--- config.mk ---
export PLATFORM = sky130hd
export DESIGN_NAME = punc_mem_arbiter
export DESIGN_NICKNAME = d
export VERILOG_FILES = /design/src/rtl/punc_mem_arbiter.sv
export SDC_FILE = /design/constraint.sdc
export NUM_CORES = 1
export LEC_CHECK = 0
export BUFFER_PORTS_ARGS = -buffer_cell sky130_fd_sc_hd__buf_2
export CORE_ASPECT_RATIO = 1.75
export CORE_UTILIZATION = 25
export DETAILED_ROUTE_END_ITERATION = 7
export GPL_TIMING_DRIVEN = 0
export PLACE_DENSITY = 0.56
export RECOVER_POWER = 100
export SETUP_SLACK_MARGIN = 0.1
export SYNTH_ARGS = -nofsm -noshare
export SYNTH_HDL_FRONTEND = slang
export SYNTH_SLANG_ARGS = --single-unit
--- constraint.sdc ---
create_clock -name clk -period 3.59 [get_ports clk]
set_input_delay 0.359 -clock clk [delete_from_list [all_inputs] [get_ports clk]]
set_output_delay 0.359 -clock clk [all_outputs]
set_load 0.005 [all_outputs]
--- src/rtl/punc_mem_arbiter.sv ---
// punc_mem_arbiter: shares the single PUnC memory port between instruction
// fetch (if_), data load/store (dm_) and the debug/loader port (dbg_).
// One access at a time: IDLE -> ISSUE -> [WAIT x MEM_LAT] -> RESP -> IDLE.
//
// Ports
//   clk, rst                      clock; asynchronous active-low reset
//   if_req/if_addr/if_ack         fetch read requester
//   dm_req/dm_we/dm_addr/dm_wdata/dm_ack      data load/store requester
//   dbg_req/dbg_we/dbg_addr/dbg_wdata/dbg_ack debug requester
//   rdata                         registered read data, valid with owner's ack
//   grant                         one-hot owner {dbg, dm, if}, 0 when idle
//   busy                          high whenever the FSM is not idle
//   mem_addr/mem_we/mem_wdata     memory request side
//   mem_rdata                     memory read data, valid MEM_LAT cycles after issue
//
// Build option: define PUNC_ARB_RR_EN for round-robin arbitration
// (if -> dm -> dbg -> if); otherwise fixed priority dm > if > dbg.
module punc_mem_arbiter #(
  parameter int unsigned ADDR_W  = 16,
  parameter int unsigned DATA_W  = 16,
  parameter int unsigned MEM_LAT = 1
) (
  input  logic              clk,
  input  logic              rst,
  input  logic              if_req,
  input  logic [ADDR_W-1:0] if_addr,
  output logic              if_ack,
  input  logic              dm_req,
  input  logic              dm_we,
  input  logic [ADDR_W-1:0] dm_addr,
  input  logic [DATA_W-1:0] dm_wdata,
  output logic              dm_ack,
  input  logic              dbg_req,
  input  logic              dbg_we,
  input  logic [ADDR_W-1:0] dbg_addr,
  input  logic [DATA_W-1:0] dbg_wdata,
  output logic              dbg_ack,
  output logic [DATA_W-1:0] rdata,
  output logic [2:0]        grant,
  output logic              busy,
  output logic [ADDR_W-1:0] mem_addr,
  output logic              mem_we,
  output logic [DATA_W-1:0] mem_wdata,
  input  logic [DATA_W-1:0] mem_rdata
);

  if (MEM_LAT < 1 || MEM_LAT > 7) begin : g_lat_check
    $error("punc_mem_arbiter: MEM_LAT must be in 1..7");
  end

  localparam logic [2:0] LatLoad = 3'(MEM_LAT);

  typedef enum logic [1:0] {StIdle, StIssue, StWait, StResp} state_e;

  state_e            state_q, state_d;
  logic [2:0]        grant_q, grant_d;
  logic              we_q, we_d;
  logic [ADDR_W-1:0] addr_q, addr_d;
  logic [DATA_W-1:0] wdata_q, wdata_d;
  logic [2:0]        cnt_q, cnt_d;
  logic [DATA_W-1:0] rdata_q, rdata_d;
  logic [2:0]        req;
  logic [2:0]        win;

  assign req = {dbg_req, dm_req, if_req};

`ifdef PUNC_ARB_RR_EN
  // ptr_q names the requester with top priority: 0 = if, 1 = dm, 2 = dbg.
  logic [1:0] ptr_q, ptr_d;

  always_comb begin
    win = '0;
    case (ptr_q)
      2'd1: begin
        if (req[1])      win = 3'b010;
        else if (req[2]) win = 3'b100;
        else if (req[0]) win = 3'b001;
      end
      2'd2: begin
        if (req[2])      win = 3'b100;
        else if (req[0]) win = 3'b001;
        else if (req[1]) win = 3'b010;
      end
      default: begin
        if (req[0])      win = 3'b001;
        else if (req[1]) win = 3'b010;
        else if (req[2]) win = 3'b100;
      end
    endcase

    // Advance to the requester after the winner, only when a grant is made.
    ptr_d = ptr_q;
    if (state_q == StIdle) begin
      if (win[0])      ptr_d = 2'd1;
      else if (win[1]) ptr_d = 2'd2;
      else if (win[2]) ptr_d = 2'd0;
    end
  end

  always_ff @(posedge clk or negedge rst) begin
    if (!rst) ptr_q <= 2'd0;
    else      ptr_q <= ptr_d;
  end
`else
  always_comb begin
    win = '0;
    if (req[1])      win = 3'b010;
    else if (req[0]) win = 3'b001;
    else if (req[2]) win = 3'b100;
  end
`endif

  always_comb begin
    state_d = state_q;
    grant_d = grant_q;
    we_d    = we_q;
    addr_d  = addr_q;
    wdata_d = wdata_q;
    cnt_d   = cnt_q;
    rdata_d = rdata_q;

    unique case (state_q)
      StIdle: begin
        if (|req) begin
          grant_d = win;
          state_d = StIssue;
          if (win[1]) begin
            we_d    = dm_we;
            addr_d  = dm_addr;
            wdata_d = dm_wdata;
          end else if (win[0]) begin
            we_d    = 1'b0;
            addr_d  = if_addr;
          end else begin
            we_d    = dbg_we;
            addr_d  = dbg_addr;
            wdata_d = dbg_wdata;
          end
        end
      end
      StIssue: begin
        if (we_q) begin
          state_d = StResp;
        end else begin
          cnt_d   = LatLoad;
          state_d = StWait;
        end
      end
      StWait: begin
        cnt_d = cnt_q - 3'd1;
        if (cnt_q == 3'd1) begin
          rdata_d = mem_rdata;
          state_d = StResp;
        end
      end
      StResp: begin
        grant_d = '0;
        state_d = StIdle;
      end
    endcase
  end

  always_ff @(posedge clk or negedge rst) begin
    if (!rst) begin
      state_q <= StIdle;
      grant_q <= '0;
      we_q    <= 1'b0;
      addr_q  <= '0;
      wdata_q <= '0;
      cnt_q   <= '0;
      rdata_q <= '0;
    end else begin
      state_q <= state_d;
      grant_q <= grant_d;
      we_q    <= we_d;
      addr_q  <= addr_d;
      wdata_q <= wdata_d;
      cnt_q   <= cnt_d;
      rdata_q <= rdata_d;
    end
  end

  // Outputs decode from registered state so reset kills mem_we and acks at once.
  assign mem_addr  = addr_q;
  assign mem_wdata = wdata_q;
  assign mem_we    = (state_q == StIssue) && we_q;
  assign busy      = (state_q != StIdle);
  assign grant     = grant_q;
  assign rdata     = rdata_q;
  assign if_ack    = (state_q == StResp) && grant_q[0];
  assign dm_ack    = (state_q == StResp) && grant_q[1];
  assign dbg_ack   = (state_q == StResp) && grant_q[2];

endmodule

==> results, run 1 <==
- Data on the critical path arrives at its endpoint at 2.46 ns.
- Setup repair after global routing left no endpoint under its margin.
- Across every metal layer, demand over resource in global routing totals 0.1311.
- The maximum fanout along the worst path is 10.
- The power density over cell area is 767.4 nW/um^2.
- The number of hold-repair buffers added at the cts stage is 0.
- The path class of the tightest hold or removal check is input pin to flip-flop.
- The required time of the critical path is 3.80 ns.
- The sort of element at the end of the critical path is a flip-flop.
- The commonest cells after synthesis are 57 x sky130_fd_sc_hd__dfrtp_1, 34 x sky130_fd_sc_hd__mux2_1, 22 x sky130_fd_sc_hd__mux2_2.
- The final reports fail on design-rule violations.
- Headroom to the max-slew limit came out at 0.02561.
- The cell family contributing the most delay on the critical path is buffers and inverters.
- Across the routed clock network, the largest skew measured is 0.004919 ns.
- Of the cells placed in the final design, the portion with a size suffix greater than 1 is 0.4220.
- TritonCTS created 9 clock buffers.
- The start-to-end type of the worst setup path is flip-flop to flip-flop.
- In this design, the stage delay of the slowest critical-path cell is 0.41 ns.
- Counting every net in the synthesized netlist gives 345.
- The number of diodes added for antenna fixing is 0.
- After detailed routing, the average wire length per cell comes to 14.09 um.
- The sequential cell area is 1426 um^2.
- The remaining routing DRC violations is 5.
- The worst-case setup margin in the final layout is 1.335 ns.
- The maximum clock frequency is 443.5 MHz.
- The critical-path cell with the highest stage delay is sky130_fd_sc_hd__dfrtp_1.
- The detailed router used layers up to and including met4.
- The detail route stage leaves a number of antenna-violating nets equal to 0.
- Each instance of the synthesized netlist takes up on average 12.57 um^2.
- The placeable core area is 11580 um^2.
- The area of the mapped netlist is 2965 um^2.
- In this run, synthesis produced a sequential element count of 57.
- The fraction of the yosys area taken by sequential cells is 0.4810.
- The number of vias after detailed routing is 2422.
- The worst-case IR drop observed on VDD is 0.2646 mV.
- The number of global-route vias before repair is 2603.
- At the pin with the least slew margin, the transition time is 1.462 ns.
- The final worst-path cycle share is 0.6281.
- For this block, the initial DRC count from the detailed router was 68.
- The total overflow reported by the global router is 0.
- The clock period minus final worst setup slack is 2.255 ns.
- The routability congestion estimate from global placement is 0.7711.
- The TritonCTS sink count is 57.
- The total count of max-transition violations in the final report is 0.
- Among all flip-flop cells after synthesis, the most frequent one is sky130_fd_sc_hd__dfrtp_1.
- After detailed routing, the number of vias per cell comes to 4.444.
- The pin count of the biggest net entering global routing is 58.
- Of all flip-flops after synthesis, the portion carrying an async set or reset was 1.000.
- Counting stages on the worst path, the most repeated cell is sky130_fd_sc_hd__clkbuf_1.
- The count of pins on the block boundary is 159.
- For this design the static power due to leakage is 2.017 nW.
- Yosys instantiated no cell more often than sky130_fd_sc_hd__dfrtp_1.
- The length of the first detailed-routing pass in iterations is 7.
- The HPWL after detailed placement is 5.860 mm.
- The post-CTS repair timing setup buffer count is 0.
- For the worst-skew pair, the clock arrives at the later sink with an insertion delay of 0.33 ns.
- The clock root buffer master is sky130_fd_sc_hd__clkbuf_16.
- For this run, the number of Yosys warnings is 0.
- The post-cts gate resize count is 0.
- The total met3 wirelength after detailed routing is 396 um.
- Clock-pin slew was measured on the worst setup and hold paths at 0.05 ns.
- Across the run, the number of max-cap violations was 0.
- Traced cell by cell, the critical path runs through inv_1, ha_1, clkbuf_1, o21a_1, clkbuf_1, buf_6, mux2_1.
- The clock tree from TritonCTS is done.
- The clock passes through at most 2 buffers.
- The area of the die is 12320 um^2.
- The depth of the CTS H-tree is 3.
- Fill cells in the final layout number 1172.
- For this configuration, the core starts out at a cell density of 0.2561.
- At the placement stage, the worst setup path has a slack of 1.706 ns.
- Summing all multi-input logic gate instances after layout gives 1360 um^2.
- The first global-routing pass estimated 12.32 mm of wire.
- The share of synthesized area in the top cell type comes to 0.4810.
- The total number of placement rows is 52.
- The floorplan step set the die height to 146.1 um.
- After synthesis, the netlist uses 32 different library cells.
- The number of failing setup endpoints in the final timing report is 0.
- From synthesis to final layout, the design area changed by 40.25%.
- The routed length on met1 is 2.775 mm.
- By area the synthesized netlist is led by sky130_fd_sc_hd__dfrtp_1 48%, sky130_fd_sc_hd__mux2_1 13%, sky130_fd_sc_hd__mux2_2 8.4%, sky130_fd_sc_hd__mux2i_1 6.1%, sky130_fd_sc_hd__mux2_4 5.1%.
- The number of antenna violations at the first check in global routing was 0.
- The routed wire length on met2 is 4.302 mm.
- The summed negative setup slack over all endpoints is 0 ns.
- The critical path contains buffers and inverters numbering 4 combined.
- sky130_fd_sc_hd__dfrtp_1 takes more of the synthesized area than any other cell.
- The sum of routed wire length over all layers is 7.678 mm.
- Synthesis produced a netlist whose cell count is 236.
- The width of the die is 84.33 um.
- The number of enable flip-flop cells after synthesis is 0.
- The critical path launch point type is a flip-flop.
- The flow ran to the end, but the final reports show violations.
- The final number of hold-violating endpoints is 0.
- The net count of the finished layout is 514.
- Port buffering added 158 buffers.
==> power breakdown <==
group	switching [mW]	leakage, nW	internal (mW)	total (mW)
sequential	0.175	0.686	0.968	1.14
combinational	0.557	1.17	0.551	1.11
clock	0.299	0.162	0.642	0.941
total	1.03	2.02	2.16	3.19
==> state kept, by name (all words and copies together), names as in the netlist <==
| signal | flops |
|---|---|
| state_q | 2 |
| mem_wdata | 16 |
| we_q | 1 |
| grant | 3 |
| mem_addr | 16 |
| cnt_q | 3 |
| rdata | 16 |
==> cell usage in the layout (no fill, tap or decap), types with 3 or more instances in the layout <==
| cell | netlist | routed |
|---|---|---|
| sky130_fd_sc_hd__buf_2 | 7 | 127 |
| sky130_fd_sc_hd__dfrtp_1 | 57 | 57 |
| sky130_fd_sc_hd__mux2_1 | 34 | 43 |
| sky130_fd_sc_hd__clkbuf_1 | 0 | 38 |
| sky130_fd_sc_hd__mux2_2 | 22 | 22 |
| sky130_fd_sc_hd__nand2_1 | 19 | 19 |
| sky130_fd_sc_hd__mux2i_1 | 18 | 18 |
| sky130_fd_sc_hd__o21ai_0 | 2 | 17 |
| sky130_fd_sc_hd__clkbuf_16 | 0 | 9 |
| sky130_fd_sc_hd__inv_1 | 8 | 8 |
| sky130_fd_sc_hd__ha_1 | 6 | 6 |
| sky130_fd_sc_hd__buf_6 | 5 | 4 |
| sky130_fd_sc_hd__o21ai_1 | 18 | 3 |
| sky130_fd_sc_hd__nor2_1 | 3 | 3 |
| sky130_fd_sc_hd__a21oi_1 | 3 | 3 |
==> worst paths after layout <==
| kind | start | to | slack (ns) | cells after the start |
|---|---|---|---|---|
| worst max-delay path | state_q[0] | mem_wdata[14] | 1.34 | 7 |
| worst min-delay path | mem_rdata[3] | rdata[3] | 0.24 | 2 |
| worst max register to register | state_q[0] | mem_wdata[14] | 1.34 | 7 |
| worst min register to register | mem_addr[5] | mem_addr[5] | 0.47 | 2 |
| max in group asynchronous | rst | mem_addr[14] | 2.33 | 1 |
| min in group asynchronous | rst | rdata[12] | 0.37 | 1 |
==> per-stage QoR <==
step	hold slack, ns	power (mW)	std cells	instance area, um^2	util
final	0.2442	3.192	545	4159	0.3591
after global routing	0.2372	3.443	545	4159	0.3591
after CTS	0.2331	3.400	545	4255	0.3674
after detailed placement	0.4705	2.426	529	3925	0.3389
after global placement	0.4662	2.372	529	3925	0.3389
after floorplan	0.06341	1.870	236	2965	-
==> kinds of logic after synthesis <==
family	synth area share
AO/OA/AOI/OAI	0.06878
flip-flops	0.4810
XOR/XNOR	0.002954
adder cells (fa/ha/maj)	0.02532
AND/OR/NAND/NOR	0.05190
multiplexers	0.3241
buffers and inverters	0.04599
==> final cells by class <==
class | instances | share of cell area
Inverter | 8 | 0.007220
Timing Repair Buffer | 158 | 0.1805
Tap cell | 135 | 0.04061
Multi-Input combinational cell | 157 | 0.3270
Clock inverter | 5 | 0.01865
Sequential cell | 57 | 0.3430
Buffer | 14 | 0.02226
Clock buffer | 11 | 0.06077
==> routing by layer <==
| layer | GRT usage | vias to the layer above |
|---|---|---|
| met5 | 0 | - |
| met4 | 0.07034 | 0 |
| met3 | 0.03392 | 15 |
| met2 | 0.2541 | 82 |
| met1 | 0.1224 | 1152 |
| li1 | - | 1173 |
No activity file was read; power rests on OpenSTA's default activity.
==> run 2: changes to the inputs <==
--- a/config.mk
+++ b/config.mk
@@ -10,7 +10,7 @@
 export CORE_UTILIZATION = 25
 export DETAILED_ROUTE_END_ITERATION = 7
 export GPL_TIMING_DRIVEN = 0
-export PLACE_DENSITY = 0.56
+export PLACE_DENSITY = 0.58
 export RECOVER_POWER = 100
 export SETUP_SLACK_MARGIN = 0.1
 export SYNTH_ARGS = -nofsm -noshare
==> constraint.sdc (replaced) <==
create_clock -name clk -period 1.85 [get_ports clk]
set_input_delay 0.185 -clock clk [delete_from_list [all_inputs] [get_ports clk]]
set_output_delay 0.185 -clock clk [all_outputs]
set_load 0.005 [all_outputs]
==> results, run 2 (same netlist as run 1, synthesis figures left out) <==
- Status: complete, but fails checks (unchanged).
- Failing checks: design-rule violations (unchanged).
- The number of antenna violations at the first check in global routing is 0 (unchanged).
- The floorplan die height came to 146.1 um (unchanged).
- The number of max-capacitance violations reported is 0 (unchanged).
- The average wire length per cell after detail routing is 13.89 um (was 14.09 um).
- The maximum fanout along the worst path is 6 (was 10).
- The number of nets in the final layout came to 516 (was 514).
- The filler-free cell count of the finished design is 547 (was 545).
- The length of the first detailed-routing pass in iterations was 6 (was 7).
- The total routing usage reported by global routing is 0.1269 (was 0.1311).
- The leakage power figure was 2.095 nW (was 2.017 nW).
- The maximum clock frequency came to 585.1 MHz (was 443.5 MHz).
- The sort of element at the end of the critical path is a flip-flop (unchanged).
- The total count of max-transition violations in the final report was 0 (unchanged).
- The clock edge transition at the registers on the reported setup and hold paths came to 0.05 ns (about the same).
- The headroom to the max-slew limit is 0.01820 (was 0.02561).
- The number of diodes added for antenna fixing came to 0 (unchanged).
- The arrival time at the worst endpoint is 1.91 ns (was 2.46 ns).
- The start-to-end type of the worst setup path is flip-flop to flip-flop (unchanged).
- The number of fill cells in the layout is 1209 (was 1172).
- The maximum count of clock buffers along a single path is 2 (unchanged).
- The clock period minus final worst setup slack is 1.709 ns (was 2.255 ns).
- The number of hold-repair buffers added at the cts stage is 0 (unchanged).
- The worst vdd rail ir drop was 0.4799 mV (was 0.2646 mV).
- The number of failing setup endpoints in the final timing report came to 0 (unchanged).
- The number of global-route vias before repair is 2518 (was 2603).
- The starting utilization of the core area is 0.2561 (unchanged).
- The TritonCTS sink count is 57 (unchanged).
- The number of routed nets with antenna violations was 0 (unchanged).
- The final design instance area without fill is 4225 um^2 (was 4159 um^2).
- The final number of hold-violating endpoints is 0 (unchanged).
- The total overflow reported by the global router was 0 (unchanged).
- The depth of the CTS H-tree is 3 (unchanged).
- The first-pass GRT wire length is 12.05 mm (was 12.32 mm).
- The clock root buffer master is sky130_fd_sc_hd__clkbuf_16 (unchanged).
- The count of pins on the block boundary is 159 (unchanged).
- The final core area utilization is 0.3648 (was 0.3591).
- The remaining routing DRC violations was 9 (was 5).
- The post-placement cell count is 529 (unchanged).
- The clock tree from TritonCTS is done (unchanged).
- The critical path launch point type is a flip-flop (unchanged).
- The number of port buffers is 158 (unchanged).
- The HPWL after detailed placement is 5.745 mm (was 5.860 mm).
- The total number of placement rows is 52 (unchanged).
- The summed negative setup slack over all endpoints is 0 ns (unchanged).
- The most frequent standard cell in the layout excluding fill and tap cells is sky130_fd_sc_hd__buf_2 (unchanged).
- The power density over cell area is 1479 nW/um^2 (was 767.4 nW/um^2).
- The placeable core area was 11580 um^2 (unchanged).
- The violation count after the first detailed-routing iteration came to 39 (was 68).
- The fraction of layout cells with a size suffix above 1 is 0.4684 (was 0.4220).
- The transition time at the pin with the least slew margin is 1.473 ns (was 1.462 ns).
- Commonest cells after routing, fill and taps aside: 131 x sky130_fd_sc_hd__buf_2, 57 x sky130_fd_sc_hd__dfrtp_1, 34 x sky130_fd_sc_hd__mux2_1 (was 127 x sky130_fd_sc_hd__buf_2, 57 x sky130_fd_sc_hd__dfrtp_1, 43 x sky130_fd_sc_hd__mux2_1).
- The width of the die came to 84.33 um (unchanged).
- The post-place instance area is 3925 um^2 (unchanged).
- The routability congestion estimate from global placement is 0.7514 (was 0.7711).
- The pin count of the biggest net entering global routing is 58 (unchanged).
- The required time of the critical path is 2.05 ns (was 3.80 ns).
- The area added between synthesis and finish is 42.49% (was 40.25%).
- The area of the die came to 12320 um^2 (unchanged).
- The clock insertion delay at the later pin of the skew report is 0.32 ns (was 0.33 ns).
- The number of vias after detailed routing is 2445 (was 2422).
- The worst min-delay path class is input pin to flip-flop (unchanged).
- The number of buffers added by the clock tree synthesis step is 9 (unchanged).
- The final worst-path cycle share came to 0.9238 (was 0.6281).
- The sum of routed wire length over all layers is 7.600 mm (was 7.678 mm).
- The worst-case clock skew is 0.006359 ns (was 0.004919 ns).
- Setup repair after global routing missed its margin: no (unchanged).
- The vias per cell was 4.470 (was 4.444).
run 2: metal layers:
metal  global-route usage  vias to the layer above  wire, um  part of all wire
met3              0.03448                        9       384             0.051
met1               0.1287                     1173      2920              0.38
met5                    0                        -         0                 0
met4              0.05339                        0       145             0.019
met2               0.2402                       82      4150              0.55
li1                     -                     1181         -                 -
run 2: repair_timing:
action / CTS / global route
cloned: 0 / 0
resized for setup: 5 / 5
endpoints found under the setup margin: 20 / 20
buffers inserted: 0 / 2
run 2: layout make-up:
class                      count  area (um^2)  share of cell area
multi-input combinational    157         1411              0.3340
buffer                        14        130.1             0.03080
inverter                       8        30.03            0.007107
clock inverter                 3        40.04            0.009476
sequential                    57         1426              0.3376
tap                          135        168.9             0.03998
timing repair buffer         160        768.2              0.1818
clock buffer                  13        250.2             0.05922
run 2: final timing paths:
check	startpoint	cells after the start	to	slack (ns)
max	state_q[0]	6	state_q[1]	0.14
min	mem_rdata[3]	2	rdata[3]	0.07
max reg2reg	state_q[0]	6	state_q[1]	0.14
min reg2reg	mem_addr[3]	2	mem_addr[3]	0.48
max in group asynchronous	rst	1	mem_addr[11]	0.75
min in group asynchronous	rst	1	rdata[1]	0.22
run 2: where the power goes:
group	internal, mW	switching (mW)
combinational	1.28	1.11
clock	1.07	0.562
sequential	1.88	0.340
run 2: critical path, stage by stage (launching register included):
cell,delay (ns)
sky130_fd_sc_hd__dfrtp_1,0.41
sky130_fd_sc_hd__inv_1,0.14
sky130_fd_sc_hd__ha_1,0.19
sky130_fd_sc_hd__buf_6,0.13
sky130_fd_sc_hd__clkbuf_1,0.20
sky130_fd_sc_hd__a22o_1,0.19
sky130_fd_sc_hd__mux2_1,0.33
run 2: metrics by stage:
step	hold WS [ns]	setup WS, ns	power (mW)
3_5_place_dp	0.4014	-0.03097	4.697
6_report	0.06857	0.1410	6.248
4_1_cts	0.05720	0.1115	6.420
3_3_place_gp	0.3999	0.02989	4.598
5_1_grt	0.06526	0.06012	6.729
2_1_floorplan	-0.1106	0.1928	3.628
